$ cat config.mk
export PLATFORM = sky130hd
export DESIGN_NAME = jh_dmem_arbiter
export DESIGN_NICKNAME = d
export VERILOG_FILES = /design/src/rtl/jh_mem_pkg.sv /design/src/rtl/jh_arb_pick.sv /design/src/rtl/jh_dmem_arbiter.sv
export SDC_FILE = /design/constraint.sdc
export NUM_CORES = 1
export LEC_CHECK = 0
export BUFFER_PORTS_ARGS = -buffer_cell sky130_fd_sc_hd__buf_2
export CORE_ASPECT_RATIO = 0.8
export CORE_MARGIN = 3
export CORE_UTILIZATION = 42
export DETAILED_ROUTE_END_ITERATION = 10
export PLACE_DENSITY = 0.73
export SLEW_MARGIN = 10
export SYNTH_ARGS = -nofsm -noshare
export SYNTH_HDL_FRONTEND = slang
export SYNTH_HIERARCHICAL = 1
export SYNTH_SLANG_ARGS = --single-unit
$ cat constraint.sdc
create_clock -name clock -period 1.6 [get_ports clock]
set_input_delay 0.08 -clock clock [delete_from_list [all_inputs] [get_ports clock]]
set_output_delay 0.08 -clock clock [all_outputs]
set_load 0.02 [all_outputs]
$ cat src/rtl/jh_mem_pkg.sv
// jh_mem_pkg: shared widths, arbiter state encoding and requester ids for the data-RAM arbiter
package jh_mem_pkg;
    localparam int AW_DEF = 10;
    localparam int DW_DEF = 16;
    typedef enum logic [1:0] {IDLE = 2'd0, ISSUE = 2'd1, CAPTURE = 2'd2} state_t;
    localparam logic REQ_CPU = 1'b0;
    localparam logic REQ_HOST = 1'b1;
endpackage

$ cat src/rtl/jh_arb_pick.sv
// jh_arb_pick: combinational winner selection between the CPU and host requesters
module jh_arb_pick
    import jh_mem_pkg::*;
(
    input  logic req0,
    input  logic req1,
    input  logic pointer,
    input  logic rr,
    input  logic wait_sat,
    output logic winner,
    output logic valid
);
    // A tie goes to whoever was not granted last, or to the host once it has starved long enough
    always_comb begin
        valid = req0 | req1;
        winner = (req0 && req1) ? (rr ? ~pointer : wait_sat) : (req1 ? REQ_HOST : REQ_CPU);
    end
endmodule

$ cat src/rtl/jh_dmem_arbiter.sv
// jh_dmem_arbiter: shares the single-port data RAM between the CPU data port and the host loader
module jh_dmem_arbiter
    import jh_mem_pkg::*;
#(
    parameter int AW = AW_DEF,
    parameter int DW = DW_DEF,
    parameter bit RR = 1'b1,
    parameter int MAX_WAIT = 4
) (
    input  logic          clock,
    input  logic          reset_n,
    input  logic          req0,
    input  logic          req1,
    input  logic          we0,
    input  logic          we1,
    input  logic [AW-1:0] addr0,
    input  logic [AW-1:0] addr1,
    input  logic [DW-1:0] wdata0,
    input  logic [DW-1:0] wdata1,
    output logic          gnt0,
    output logic          gnt1,
    output logic          done0,
    output logic          done1,
    output logic [DW-1:0] rdata0,
    output logic [DW-1:0] rdata1,
    output logic [AW-1:0] mem_address,
    output logic [DW-1:0] mem_data,
    output logic          mem_we,
    input  logic [DW-1:0] mem_q,
    output logic          busy
);
    localparam int WW = $clog2(MAX_WAIT + 1);

    state_t        state;
    logic          pointer, cur_id, cur_we, winner, valid, wait_sat;
    logic [WW-1:0] wait1;

    assign wait_sat = wait1 == WW'(MAX_WAIT);
    assign busy = state != IDLE;

    jh_arb_pick u_pick (
        .req0(req0),
        .req1(req1),
        .pointer(pointer),
        .rr(RR),
        .wait_sat(wait_sat),
        .winner(winner),
        .valid(valid)
    );

    always_ff @(posedge clock or negedge reset_n) begin
        if (!reset_n) begin
            state <= IDLE;
            gnt0 <= 1'b0;
            gnt1 <= 1'b0;
            done0 <= 1'b0;
            done1 <= 1'b0;
            rdata0 <= '0;
            rdata1 <= '0;
            mem_address <= '0;
            mem_data <= '0;
            mem_we <= 1'b0;
            pointer <= REQ_HOST;
            wait1 <= '0;
            cur_id <= REQ_CPU;
            cur_we <= 1'b0;
        end else begin
            gnt0 <= 1'b0;
            gnt1 <= 1'b0;
            done0 <= 1'b0;
            done1 <= 1'b0;
            if (state == ISSUE) begin
                mem_we <= 1'b0;
                state <= CAPTURE;
            end else begin
                // CAPTURE retires the access in flight and arbitrates the next one on the same edge
                if (state == CAPTURE) begin
                    done0 <= cur_id == REQ_CPU;
                    done1 <= cur_id == REQ_HOST;
                    if (!cur_we && cur_id == REQ_CPU) rdata0 <= mem_q;
                    if (!cur_we && cur_id == REQ_HOST) rdata1 <= mem_q;
                end
                state <= valid ? ISSUE : IDLE;
                if (!RR) wait1 <= (req1 && winner == REQ_CPU) ? (wait_sat ? wait1 : wait1 + WW'(1)) : '0;
                if (valid) begin
                    gnt0 <= winner == REQ_CPU;
                    gnt1 <= winner == REQ_HOST;
                    pointer <= winner;
                    cur_id <= winner;
                    cur_we <= winner ? we1 : we0;
                    mem_we <= winner ? we1 : we0;
                    mem_address <= winner ? addr1 : addr0;
                    mem_data <= winner ? wdata1 : wdata0;
                end
            end
        end
    end
endmodule

After elaboration in Yosys (flattened, before gate mapping)
Index checks and enable logic that the tools add are counted.

word-level totals
  logic and storage cells = 46
  input port bits = 74
  ROM bits = 0
  bits in registers = 68
  latch bits = 0
  RAM bits = 0
  memories kept = 0
  output and inout bits = 64

cells by class
  shift operators = 0
  magnitude comparators = 0
  muxes and demuxes = 17
  $add $sub $neg = 0
  reduce and logical (&&, ||, !) cells = 9
  divide/modulo/power cells = 0
  multiply operators = 0
  bitwise gates (word level) = 5
  eq/ne operators = 2

operators with widths
  kind                                                             number
  16-bit 2-to-1 mux                                                1
  1-bit 2-to-1 mux                                                 14
  10-bit 2-to-1 mux                                                1
  3-bit AND reduction                                              2
  1-bit NOT                                                        4
  2-bit nonzero test                                               2
  1-bit logical AND                                                3
  2-bit by 1-bit == test with 1-bit output, second input constant  1
  2-bit == test, second input constant                             1
  2-bit 2-to-1 mux                                                 1
  2-bit AND reduction                                              1
  1-bit logical NOT                                                1
  1-bit bitwise OR                                                 1

Logic depth before layout (Yosys ltp)
  depth after elaboration = 5
  mapped depth = 6
  mapped depth without buffers = 4

Hierarchy
Netlist, hierarchy kept.

by module, submodules not included
  module           times used  area an instance (um^2)  seq. area each (um^2)  cells each
  jh_dmem_arbiter  1           2,857.7                  1,702.9                213
  jh_arb_pick      1           28.8                     0.0                    5

Least setup slack after synthesis
No wires, ideal clock.

  path type = flip-flop to flip-flop
  from = register pointer
  to = register mem_address[0]
  path buffers = 2
  setup time = 0.126 ns
  data required time = 1.474 ns
  arrival = 1.386 ns
  period minus slack after synthesis = 1.512 ns
  cell stages (with the launch flop) = 7
  path slack = 0.088 ns
  cells stage by stage = dfstp_2 nand2b_1 a31oi_1 buf_4 buf_2 mux2i_1 a21oi_1

on the way
  longest elaborated chain between the ends = 3

ends and longest elaborated chain
  element                 RTL line               text
  start, declared         jh_dmem_arbiter.sv:35  logic pointer, cur_id, cur_we, winner, valid, wait_sat;
  start signal, assigned  jh_dmem_arbiter.sv:88  pointer <= winner;
  1-bit NOT               jh_arb_pick.sv:16      winner = (req0 && req1) ? (rr ? ~pointer : wait_sat) : (req1 ? REQ_HOST : REQ_CPU);
  1-bit 2-to-1 mux        jh_arb_pick.sv:16
  via winner              jh_dmem_arbiter.sv:35
  10-bit 2-to-1 mux       jh_dmem_arbiter.sv:92  mem_address <= winner ? addr1 : addr0;
  end signal, assigned    jh_dmem_arbiter.sv:92
  end, declared           jh_dmem_arbiter.sv:26  output logic [AW-1:0] mem_address,

The timed path passes the listed nets, and every way through them passes these cells.
A chain may end at the register's enable or synchronous reset.

Final worst setup path
  from = register pointer
  to = register mem_address[8]

The elaborated chain is that of the path after synthesis.

==> impl_metrics.yaml <==
global_routing:
  grt_pass1_wl_um: 11800
  grt_pass1_vias: 2412
  grt.total_usage_pct: 18.7
  grt_max_degree: 69
  antenna_found_initial: 0
  grt_overflow: 0
cts:
  htreeDepth: 3
  postCtsSetupRepairBufs: 0
  clkTransAtPathRegs_ps: 80
  clk_latency_ps: 340
  cts_tree: "built"
  clock-sinks: 68
  root_buffer: "clkbuf_8"
  cts_buffers: 9
  clock_path_buffers: 2
sta:
  skew_ps: 8.38
  fin_crit_ps: 1510
  rsz0062_at_grt: "no"
  final-setup-viol-count: 0
  hold_slack_ps: 39.8
  finalHoldViolCount: 0
  min_period_over_period_pct: 94.6
  fmaxAchievable_mhz: 661
  fin_setup_tns_ps: 0
  setup_slack_ps: 87.1
  final_max_slew_viol_count: 0
die:
  initial_core_util_pct: 44.1
  rows: 26
  die-area_um2: 7910
  pin_count: 138
  core_um2: 6540
  die_h_um: 80.2
  die_w_um: 98.7
synth:
  synth_top_cell_by_area: "dfrtp_1"
  synth_area_leaders: "dfrtp_1 58%, a21oi_1 9.5%, mux2i_1 9.4%"
  synth_edf_count: 0
  syn_area_um2: 2890
  synth.distinct_cells: 26
  synthFlopType: "dfrtp_1"
  yosysTopAreaCellShare_pct: 58.1
  avgSynthCellArea_um2: 13.2
  ys_seq_area_share_pct: 59.0
  syn_inst: 218
  synth_commonest_cells: "67 x dfrtp_1, 55 x a21oi_1, 27 x mux2i_1"
  synth.most_common_cell: "dfrtp_1"
  ys_warn_count: 12
  ys_ff_latch: 68
  async_reset_ff_share_pct: 100
layout:
  layout-drive-gt1-share_pct: 52.9
  diodes: 0
  final_cells: 468
  n_fill_cell: 541
  area_delta_synth_final_pct: 42.8
  multi_input_area_um2: 1090
  regArea_um2: 1700
  nets: 453
power:
  powerDensity_nw_per_um2: 1890
  total_power_w: 0.00780
  p_leak_nw: 2.03
  vdd.ir_drop.worst_uv: 941
detailed_routing:
  ant_nets: 0
  vias: 2287
  drtIter0Drc: 62
  drtPass1Iterations: 4
  wl_um: 7330
  drc_errors: 0
  viasPerCell: 4.89
  wl_per_cell_um: 15.7
placed_design:
  place_ws_ps: 99.8
  io_buffers: 137
  dpl.cell_count: 434
  hpwl_um: 5020
  gp_congestion: 0.703
critical_path:
  crit_fanout: 12
  end_kind: "register"
  cp.required_ps: 1810
  start_kind: "register"
  critPathKind: "reg -> reg"
  arrival_ps: 1720
hold_path:
  hp-class: "in -> reg"
status:
  status: "completed"
run:
  drv_cap: 0
-- area by class of cell --
class / count / area share [%]
Multi-Input combinational cell: 134 / 26.6
Sequential cell: 68 / 41.3
Timing Repair Buffer: 163 / 24.3
Tap cell: 84 / 2.55
Clock buffer: 10 / 3.34
Inverter: 3 / 0.334
Clock inverter: 6 / 1.55
-- cells by family after synthesis --
kind of cell / count (synthesis) / share of synthesized area [%]
DFF: 68 / 59.0
AOI/OAI and AO/OA: 59 / 10.5
other: 2 / 0.260
buffers and inverters: 17 / 3.73
and+or+nand+nor: 13 / 3.38
muxes: 59 / 23.1
-- routing by layer --
layer,global-route usage [%],part of all wire (%),vias up
met5,0,0,-
met4,6.82,1.1,0
met1,23.3,42,1103
met2,32.4,51,85
met3,3.73,5.8,8
li1,-,-,1091
-- cells in the final DEF, fill, tap and decap left out, drive strengths merged --
cell         netlist  final
clkbuf             3     11
mux2              32     32
nor2b              1      1
bufinv             0      1
a21oi             55     55
dlygate4sd3        0     17
dfstp              1      1
and3b              1      1
dfrtp             67     67
buf               11    145
or2                2      2
nand2              1      1
clkinv             0      3
conb               2      3
inv                3      3
a31oi              1      1
and3               1      1
mux2i             27     27
clkinvlp           0      2
o21ai              1      1
nor3               1      1
nor2               2      2
nand2b             4      4
a21o               2      2
-- sequential cells by signal, summed over array words and instances, names as in the netlist --
register     cells
rdata1          16
mem_address     10
gnt1             1
pointer          1
cur_we           1
mem_data        16
gnt0             1
state            2
done0            1
mem_we           1
cur_id           1
done1            1
rdata0          16
-- critical path, stage by stage (launching register included) --
cell	delay [ps]
dfstp_2	370
nand2b_1	160
a31oi_4	310
clkbuf_16	250
mux2i_1	190
a21oi_1	90
-- metrics by stage --
step / utilization, % / area, µm²
finish: 63.0 / 4120
global route: 63.0 / 4120
CTS: 62.6 / 4090
detailed placement: 56.9 / 3720
global placement: 56.9 / 3720
floorplan: - / 2890
-- report_power, final --
group	switching, W	internal, W
registers	0.000453	0.00252
logic	0.00201	0.00140
clock network	0.000654	0.000759
-- worst paths after layout --
kind | startpoint | to | slack, ps | cells after the start
worst max register to register | pointer$_DFFE_PN1P_ | mem_address[8]$_DFFE_PN0P_ | 90 | 5
worst min register to register | rdata0[2]$_DFFE_PN0P_ | rdata0[2]$_DFFE_PN0P_ | 510 | 1
min in group asynchronous | reset_n | mem_data[11]$_DFFE_PN0P_ | 280 | 3
worst min-delay path | wdata0[3] | mem_data[3]$_DFFE_PN0P_ | 40 | 3
max in group asynchronous | reset_n | pointer$_DFFE_PN1P_ | 1000 | 3
worst max-delay path | pointer$_DFFE_PN1P_ | mem_address[8]$_DFFE_PN0P_ | 90 | 5
-- what timing repair did --
| item | CTS | global route |
|---|---|---|
| hold buffers | 17 | 0 |
| endpoints found under the hold margin | 98 | 0 |
| gates resized for setup | 0 | 2 |
| setup endpoints to repair | 0 | 2 |
No activity file was read; power rests on OpenSTA's default activity.
